[config.mk]
export PLATFORM = sky130hd
export DESIGN_NAME = uart_rx_flat
export DESIGN_NICKNAME = d
export VERILOG_FILES = /design/src/rtl/uart_rx_if.sv /design/src/rtl/uart_rx.sv /design/src/flat_wrapper.sv
export SDC_FILE = /design/constraint.sdc
export NUM_CORES = 1
export LEC_CHECK = 0
export BUFFER_PORTS_ARGS = -buffer_cell sky130_fd_sc_hd__buf_2
export CAP_MARGIN = 20
export CORE_AREA = 2 2 66 68
export CTS_CLUSTER_SIZE = 16
export DETAILED_ROUTE_END_ITERATION = 8
export DIE_AREA = 0 0 68 70
export PLACE_DENSITY_LB_ADDON = 0.25
export SYNTH_ARGS = -nofsm -noshare
export SYNTH_HDL_FRONTEND = slang
export SYNTH_SLANG_ARGS = --single-unit
[constraint.sdc]
create_clock -name clk -period 4.3 [get_ports clk]
set_input_delay 0.86 -clock clk [delete_from_list [all_inputs] [get_ports clk]]
set_output_delay 0.86 -clock clk [all_outputs]
set_load 0.03 [all_outputs]
[src/rtl/uart_rx_if.sv]
// Host-side byte handshake and error pulses of the UART receiver.
// master = uart_rx (byte producer), slave = host FIFO/register consumer.
interface uart_rx_if #(
  parameter int DATA_BITS = 8
) ();
  logic [DATA_BITS-1:0] rx_data;
  logic                 rx_valid;
  logic                 rx_ready;
  logic                 frame_err;
  logic                 overrun;
  logic                 parity_err;

  modport master (
    output rx_data, rx_valid, frame_err, overrun, parity_err,
    input  rx_ready
  );

  modport slave (
    input  rx_data, rx_valid, frame_err, overrun, parity_err,
    output rx_ready
  );
endinterface

[src/rtl/uart_rx.sv]
// UART receive engine: 16x oversampled start detect, 3-sample majority vote, valid/ready hold register.
// Optional parity check is compiled in with `define UART_RX_PARITY_EN.
//
// state  | meaning
// IDLE   | waiting for a falling edge; after a break, waits for line high first
// START  | validating the start bit at mid-window
// DATA   | shifting data bits in LSB-first
// PARITY | checking the parity bit (UART_RX_PARITY_EN only)
// STOP   | checking the stop bit, leaves half a bit early
module uart_rx #(
  parameter int DATA_BITS   = 8,
  parameter int OVS_FACTOR  = 16,
  parameter int SYNC_STAGES = 2,
  parameter int PARITY_ODD  = 0
) (
  input  logic      clk,
  input  logic      reset,
  input  logic      tick_16x,
  input  logic      rx,
  uart_rx_if.master bus
);
  localparam int CW = $clog2(OVS_FACTOR);
  localparam int BW = $clog2(DATA_BITS);
  localparam logic [CW-1:0] C_S0   = CW'(OVS_FACTOR/2 - 1);
  localparam logic [CW-1:0] C_S1   = CW'(OVS_FACTOR/2);
  localparam logic [CW-1:0] C_DEC  = CW'(OVS_FACTOR/2 + 1);
  localparam logic [CW-1:0] C_LAST = CW'(OVS_FACTOR - 1);
  localparam logic [BW-1:0] B_LAST = BW'(DATA_BITS - 1);

  if (DATA_BITS < 5 || DATA_BITS > 8 || OVS_FACTOR < 8 || (OVS_FACTOR & (OVS_FACTOR - 1)) != 0 ||
      SYNC_STAGES < 2 || PARITY_ODD < 0 || PARITY_ODD > 1) begin : g_bad_param
    $error("uart_rx: illegal parameter combination");
  end

  typedef enum logic [2:0] {
    S_IDLE, S_START, S_DATA, S_STOP
`ifdef UART_RX_PARITY_EN
    , S_PARITY
`endif
  } state_t;

  state_t               state, state_nx;
  logic [SYNC_STAGES-1:0] sync_q;
  logic                 rx_s;
  logic [CW-1:0]        cnt, cnt_nx;
  logic [BW-1:0]        bit_idx, bit_idx_nx;
  logic [DATA_BITS-1:0] shreg, shreg_nx;
  logic [1:0]           smp, smp_nx;
  logic                 armed, armed_nx;
  logic                 bit_maj, dec;
  logic                 do_deliver, do_ferr;
  logic [DATA_BITS-1:0] rx_data_q;
  logic                 rx_valid_q, ferr_q, ovr_q;
`ifdef UART_RX_PARITY_EN
  logic                 par_bad, par_bad_nx, do_perr, perr_q;
`endif

  assign rx_s    = sync_q[SYNC_STAGES-1];
  assign dec     = (cnt == C_DEC);
  assign bit_maj = (smp[0] & smp[1]) | (smp[0] & rx_s) | (smp[1] & rx_s);

  always_comb begin
    state_nx   = state;
    cnt_nx     = cnt;
    bit_idx_nx = bit_idx;
    shreg_nx   = shreg;
    smp_nx     = smp;
    armed_nx   = armed;
    do_deliver = 1'b0;
    do_ferr    = 1'b0;
`ifdef UART_RX_PARITY_EN
    par_bad_nx = par_bad;
    do_perr    = 1'b0;
`endif
    if (tick_16x) begin
      if (cnt == C_S0) smp_nx[0] = rx_s;
      if (cnt == C_S1) smp_nx[1] = rx_s;
      cnt_nx = cnt + 1'b1;
      case (state)
        S_IDLE: begin
          cnt_nx = '0;
          // after a break the line must return high before a new start is accepted
          if (!armed) begin
            armed_nx = rx_s;
          end else if (!rx_s) begin
            state_nx = S_START;
            cnt_nx   = CW'(1);
          end
        end
        S_START: begin
          if (dec && bit_maj) begin
            state_nx = S_IDLE;
            cnt_nx   = '0;
          end else if (cnt == C_LAST) begin
            state_nx   = S_DATA;
            bit_idx_nx = '0;
          end
        end
        S_DATA: begin
          if (dec) shreg_nx = {bit_maj, shreg[DATA_BITS-1:1]};
          if (cnt == C_LAST) begin
            if (bit_idx == B_LAST) begin
`ifdef UART_RX_PARITY_EN
              state_nx = S_PARITY;
`else
              state_nx = S_STOP;
`endif
            end else begin
              bit_idx_nx = bit_idx + 1'b1;
            end
          end
        end
`ifdef UART_RX_PARITY_EN
        S_PARITY: begin
          if (dec) par_bad_nx = (^shreg) ^ bit_maj ^ (PARITY_ODD != 0);
          if (cnt == C_LAST) state_nx = S_STOP;
        end
`endif
        S_STOP: begin
          if (dec) begin
            state_nx = S_IDLE;
            cnt_nx   = '0;
            if (!bit_maj) begin
              do_ferr  = 1'b1;
              armed_nx = 1'b0;
`ifdef UART_RX_PARITY_EN
            end else if (par_bad) begin
              do_perr = 1'b1;
`endif
            end else begin
              do_deliver = 1'b1;
            end
          end
        end
        default: state_nx = S_IDLE;
      endcase
    end
  end

  always_ff @(posedge clk) begin
    if (reset) begin
      sync_q     <= '1;
      state      <= S_IDLE;
      cnt        <= '0;
      bit_idx    <= '0;
      shreg      <= '0;
      smp        <= '0;
      armed      <= 1'b0;
      rx_data_q  <= '0;
      rx_valid_q <= 1'b0;
      ferr_q     <= 1'b0;
      ovr_q      <= 1'b0;
`ifdef UART_RX_PARITY_EN
      par_bad    <= 1'b0;
      perr_q     <= 1'b0;
`endif
    end else begin
      sync_q  <= {sync_q[SYNC_STAGES-2:0], rx};
      state   <= state_nx;
      cnt     <= cnt_nx;
      bit_idx <= bit_idx_nx;
      shreg   <= shreg_nx;
      smp     <= smp_nx;
      armed   <= armed_nx;
      ferr_q  <= do_ferr;
      ovr_q   <= 1'b0;
`ifdef UART_RX_PARITY_EN
      par_bad <= par_bad_nx;
      perr_q  <= do_perr;
`endif
      // a byte accepted in the same cycle frees the slot for the new one
      if (do_deliver) begin
        if (rx_valid_q && !bus.rx_ready) begin
          ovr_q <= 1'b1;
        end else begin
          rx_data_q  <= shreg;
          rx_valid_q <= 1'b1;
        end
      end else if (rx_valid_q && bus.rx_ready) begin
        rx_valid_q <= 1'b0;
      end
    end
  end

  assign bus.rx_data   = rx_data_q;
  assign bus.rx_valid  = rx_valid_q;
  assign bus.frame_err = ferr_q;
  assign bus.overrun   = ovr_q;
`ifdef UART_RX_PARITY_EN
  assign bus.parity_err = perr_q;
`else
  assign bus.parity_err = 1'b0;
`endif
endmodule

[src/flat_wrapper.sv]
// flat-port wrapper written by rule: the top's interface ports become plain ports
module uart_rx_flat 
#(
  parameter int DATA_BITS   = 8,
  parameter int OVS_FACTOR  = 16,
  parameter int SYNC_STAGES = 2,
  parameter int PARITY_ODD  = 0
)
  (clk, reset, tick_16x, rx, bus_rx_data, bus_rx_valid, bus_frame_err, bus_overrun, bus_parity_err, bus_rx_ready);
  uart_rx_if #(.DATA_BITS(DATA_BITS)) bus_i ();
  input  logic clk;
  input  logic reset;
  input  logic tick_16x;
  input  logic rx;
  output wire logic [$bits(bus_i.rx_data)-1:0] bus_rx_data;
  output wire logic [$bits(bus_i.rx_valid)-1:0] bus_rx_valid;
  output wire logic [$bits(bus_i.frame_err)-1:0] bus_frame_err;
  output wire logic [$bits(bus_i.overrun)-1:0] bus_overrun;
  output wire logic [$bits(bus_i.parity_err)-1:0] bus_parity_err;
  input wire logic [$bits(bus_i.rx_ready)-1:0] bus_rx_ready;
  assign bus_rx_data = bus_i.rx_data;
  assign bus_rx_valid = bus_i.rx_valid;
  assign bus_frame_err = bus_i.frame_err;
  assign bus_overrun = bus_i.overrun;
  assign bus_parity_err = bus_i.parity_err;
  assign bus_i.rx_ready = bus_rx_ready;
  uart_rx #(.DATA_BITS(DATA_BITS), .OVS_FACTOR(OVS_FACTOR), .SYNC_STAGES(SYNC_STAGES), .PARITY_ODD(PARITY_ODD)) u_core (.clk(clk), .reset(reset), .tick_16x(tick_16x), .rx(rx), .bus(bus_i));
endmodule
==> run summary <==
The type of the tightest min-delay check is flop to flop. The die footprint was 4760 um^2. The clock latency of the later-clocked register in the worst-skew pair is 0.28 ns.

For this run, design rule violations remaining after detail routing come to 0. The clock-pin transition on the worst setup and hold timing paths came out at 0.07 ns. For this configuration, the core starts out at a cell density of 37.7%. Async set or reset register ratio after synthesis: 0%. The residual overflow from global routing is 0. After clock tree synthesis, the flow added hold-fix buffers numbering 0.

The worst setup path is of the flop to flop kind. For the wire length of the first global-routing pass, the log shows 4970 um. From synthesis to final layout, the design area changed by 13.4%.

For the placeable core region, the log shows 4140 um^2. The tools report the post-layout worst setup margin as 2.21 ns. Number of antenna violations at the first check in global routing: 0. The horizontal extent of the die was 68 um; the antenna diode count was 0.

After synthesis, flip-flops and latches occupy 42.3% of the total area. In the final layout, the share of cells above drive strength 1 is 16.4%. Reg-to-reg critical path startpoint: u_core.state[0].

Buffers inserted during clock tree synthesis total 5. Measured along the y axis, the die boundary spans 70 um. The flip-flop and latch count after synthesis was 33; the number of global-route vias before repair was 1111. In this run the most critical hold path is launched from u_core.sync_q[0]. The mean area per synthesized cell was 9.58 um^2. The tools report the overall via count from detail_route as 1172. Measured against its own limit, the worst slew margin works out to 66.1%. Once detail routing completed, the nets flagged for antenna violations numbered 0. TritonCTS built the clock tree. The worst path in the final design needs a cycle of 2.09 ns, including I/O delays and setup. After detailed routing, the number of vias per cell comes to 5.12. In this run the register-to-register setup slack is 2.21 ns. Entering global routing, the biggest net connects 30 pins. In the layout the commonest cells are 33 x sky130_fd_sc_hd__dfxtp_1, 24 x sky130_fd_sc_hd__nor2_1, 21 x sky130_fd_sc_hd__mux2i_1.

Post-CTS repair changed the size of 0 cells. The share of the core filled with cells in the final layout was 42.7%. The pre-antenna-repair detailed-routing pass consisted of 4 iterations.

17 I/O pins were placed. The power share of the clock group came out at 46.8%. Summed over all nets, the switching power comes to 0.000130 W. Of all nets on the critical path, the largest fanout is 10. In this run, the number of DRC markers left after iteration 0 of detailed routing was 42. Prior to clock tree synthesis, the placed netlist has a worst setup slack of 2.10 ns.

STA classifies the critical path startpoint as a flop. Leaving out fill and tap cells, the most frequent cell in the layout is sky130_fd_sc_hd__dfxtp_1. Dividing total power by cell area gives a power density of 360 nW/um^2. Ranked by total cell area, the synthesized netlist is headed by sky130_fd_sc_hd__dfxtp_1 42%, sky130_fd_sc_hd__mux2i_1 13%, sky130_fd_sc_hd__ha_1 8.0%, sky130_fd_sc_hd__nor2_1 5.8%, sky130_fd_sc_hd__nand3_1 2.2%. Row generation in the floorplan step produced 24 rows. VDD sags by at most 0.214 mV. Flip-flop cell with the highest count after synthesis: sky130_fd_sc_hd__dfxtp_1.

The type of destination of the critical path was a flop. The worst reg2reg path depth works out to 6. Dividing the detail-routed wire length by the instance count gives 12.7 um.

The run finished with clean final reports. Required time at the endpoint of the critical path: 4.49 ns. In this run the number of H-tree levels came out at 2. The run gives 163 as the cell count after synthesis. The routed wire length is 2900 um. Of the post-synthesis cell area, the dominant cell type holds 42.3%. Data on the critical path arrives at its endpoint at 2.28 ns. The internal portion of the total power is 0.000508 W. The tools report the maximum clock path buffer count as 2. Clock tree synthesis found a total of 33 sinks.

After layout, the worst path uses 48.5% of the clock period. Of the total power, registers draw 48.8%. The analysis attributes to cell leakage a power of 0.850 nW.

Static timing analysis puts the maximum clock frequency at 480 MHz. In this run the post-CTS setup repair buffer count came out at 0. The number of nets handed over by synthesis was 178.

The largest area contributor in the synthesized netlist was sky130_fd_sc_hd__dfxtp_1. Terminus of the critical flop-to-flop path: u_core.state[0]. After routing the design area is 1770 um^2. The worst hold path terminates at u_core.sync_q[1].

The total negative slack for setup checks was 0 ns; the routability congestion estimate from global placement was 0.813. The placed instances occupy a cell area of 1650 um^2. The number of different library cells used by synthesis comes to 41.

The cell area after technology mapping is 1560 um^2, and the share of total power consumed by net switching is 20.4%. Final hold violation count: 0. The number of enable flip-flop cells after synthesis was 0; the portion of total power attributed to combinational logic was 4.4%. The number of pins exceeding their max-slew limit in the final report was 0. The tool flagged a number of max-cap violations equal to 0.

For the pin with the worst max-slew slack, the measured transition is 0.508 ns. The clock root buffer is sky130_fd_sc_hd__clkbuf_8. For this run, the post-layout net count is 191. The number of placed instances, taps included came out at 221. The logs give 0 for the setup-violating endpoint count in the final report and 229 for the number of cells in the finished layout apart from fillers. Detailed placement finished with a half-perimeter wire length of 2060 um. Yosys printed 0 warnings. Between clock sinks in the finished design, the worst skew comes to 0.00964 ns. The count of input and output buffers is 15.

Setup repair after global routing left no endpoint under its margin. The worst hold path stage count was 1. Global routing used 13.7% of the available tracks.
[state kept, by name (all words and copies together) (netlist names)]
signal	cells
u_core.bus.overrun	1
u_core.smp	2
u_core.bus.frame_err	1
u_core.bit_idx	3
u_core.bus.rx_valid	1
u_core.sync_q	2
u_core.state	2
u_core.bus.rx_data	8
u_core.armed	1
u_core.cnt	4
u_core.shreg	8
[critical path, cell delays in order, from the launching register on]
cell                       delay [ns]
sky130_fd_sc_hd__dfxtp_1         0.41
sky130_fd_sc_hd__inv_1           0.10
sky130_fd_sc_hd__ha_1            0.34
sky130_fd_sc_hd__and4bb_1        0.35
sky130_fd_sc_hd__a211oi_1        0.12
sky130_fd_sc_hd__or3_4           0.41
sky130_fd_sc_hd__o41ai_2         0.26
[cells in the mapped netlist, types with 2 or more instances]
library cell,count
sky130_fd_sc_hd__a211oi_1,2
sky130_fd_sc_hd__a21oi_1,4
sky130_fd_sc_hd__a31oi_1,3
sky130_fd_sc_hd__buf_2,2
sky130_fd_sc_hd__clkbuf_1,5
sky130_fd_sc_hd__dfxtp_1,33
sky130_fd_sc_hd__ha_1,10
sky130_fd_sc_hd__inv_1,6
sky130_fd_sc_hd__mux2i_1,21
sky130_fd_sc_hd__nand2_1,5
sky130_fd_sc_hd__nand2b_1,5
sky130_fd_sc_hd__nand3_1,7
sky130_fd_sc_hd__nand3b_1,2
sky130_fd_sc_hd__nand4_1,5
sky130_fd_sc_hd__nor2_1,24
sky130_fd_sc_hd__nor3b_1,2
sky130_fd_sc_hd__o21ai_1,2
sky130_fd_sc_hd__or2_2,2
[how the worst max path moves through the flow]
stage                          from               endpoint  cells past startpoint
global route        u_core.state[0]        u_core.state[0]                      6
global placement           tick_16x  u_core.bus.rx_data[0]                      5
floorplan           u_core.state[0]        u_core.state[0]                      7
detailed placement         tick_16x  u_core.bus.rx_data[3]                      5
finish              u_core.state[0]        u_core.state[0]                      6
CTS                 u_core.state[0]        u_core.state[0]                      6
[cell families (layout without fill, tap and decap cells)]
kind of cell    Yosys count  count (layout)  share of synthesized area (%)
simple gates             63              63                           22.3
other cells               1               1                          0.240
fa+ha+maj                11              11                           8.73
flops                    33              33                           42.3
mux                      21              21                           13.5
buf+inv                  16              30                           4.73
compound gates           18              18                           8.25
[power by group through the flow]
stage	Clock (W)	Combinational [W]	Sequential, W
floorplan	0	0.0000226	0.000318
global placement	0	0.0000271	0.000318
detailed placement	0	0.0000279	0.000318
CTS	0.000309	0.0000281	0.000311
global route	0.000321	0.0000310	0.000312
finish	0.000299	0.0000281	0.000312
[cell type report]
cell class | instances | area, um^2
clock buffers | 7 | 86.3
multi-input cells | 114 | 827
flip-flops and latches | 33 | 661
repair buffers | 15 | 75.1
fillers | 413 | 2370
well taps | 52 | 65.1
inverters | 7 | 26.3
clock inverters | 1 | 30.0
[per-layer routing]
layer / part of all wire [%] / GRT usage, % / vias to the layer above
met1: 46 / 16.5 / 549
met2: 49 / 22.2 / 22
li1: - / - / 596
met4: 1.6 / 4.67 / 0
met5: 0 / 0 / -
met3: 4.3 / 4.99 / 5
[per-stage QoR]
step,power [W],hold WS (ns)
after detailed placement,0.000346,0.396
after global routing,0.000664,0.428
after floorplan,0.000340,0.389
final,0.000638,0.408
after CTS,0.000648,0.410
after global placement,0.000345,0.392
No activity file was read; power rests on OpenSTA's default activity.
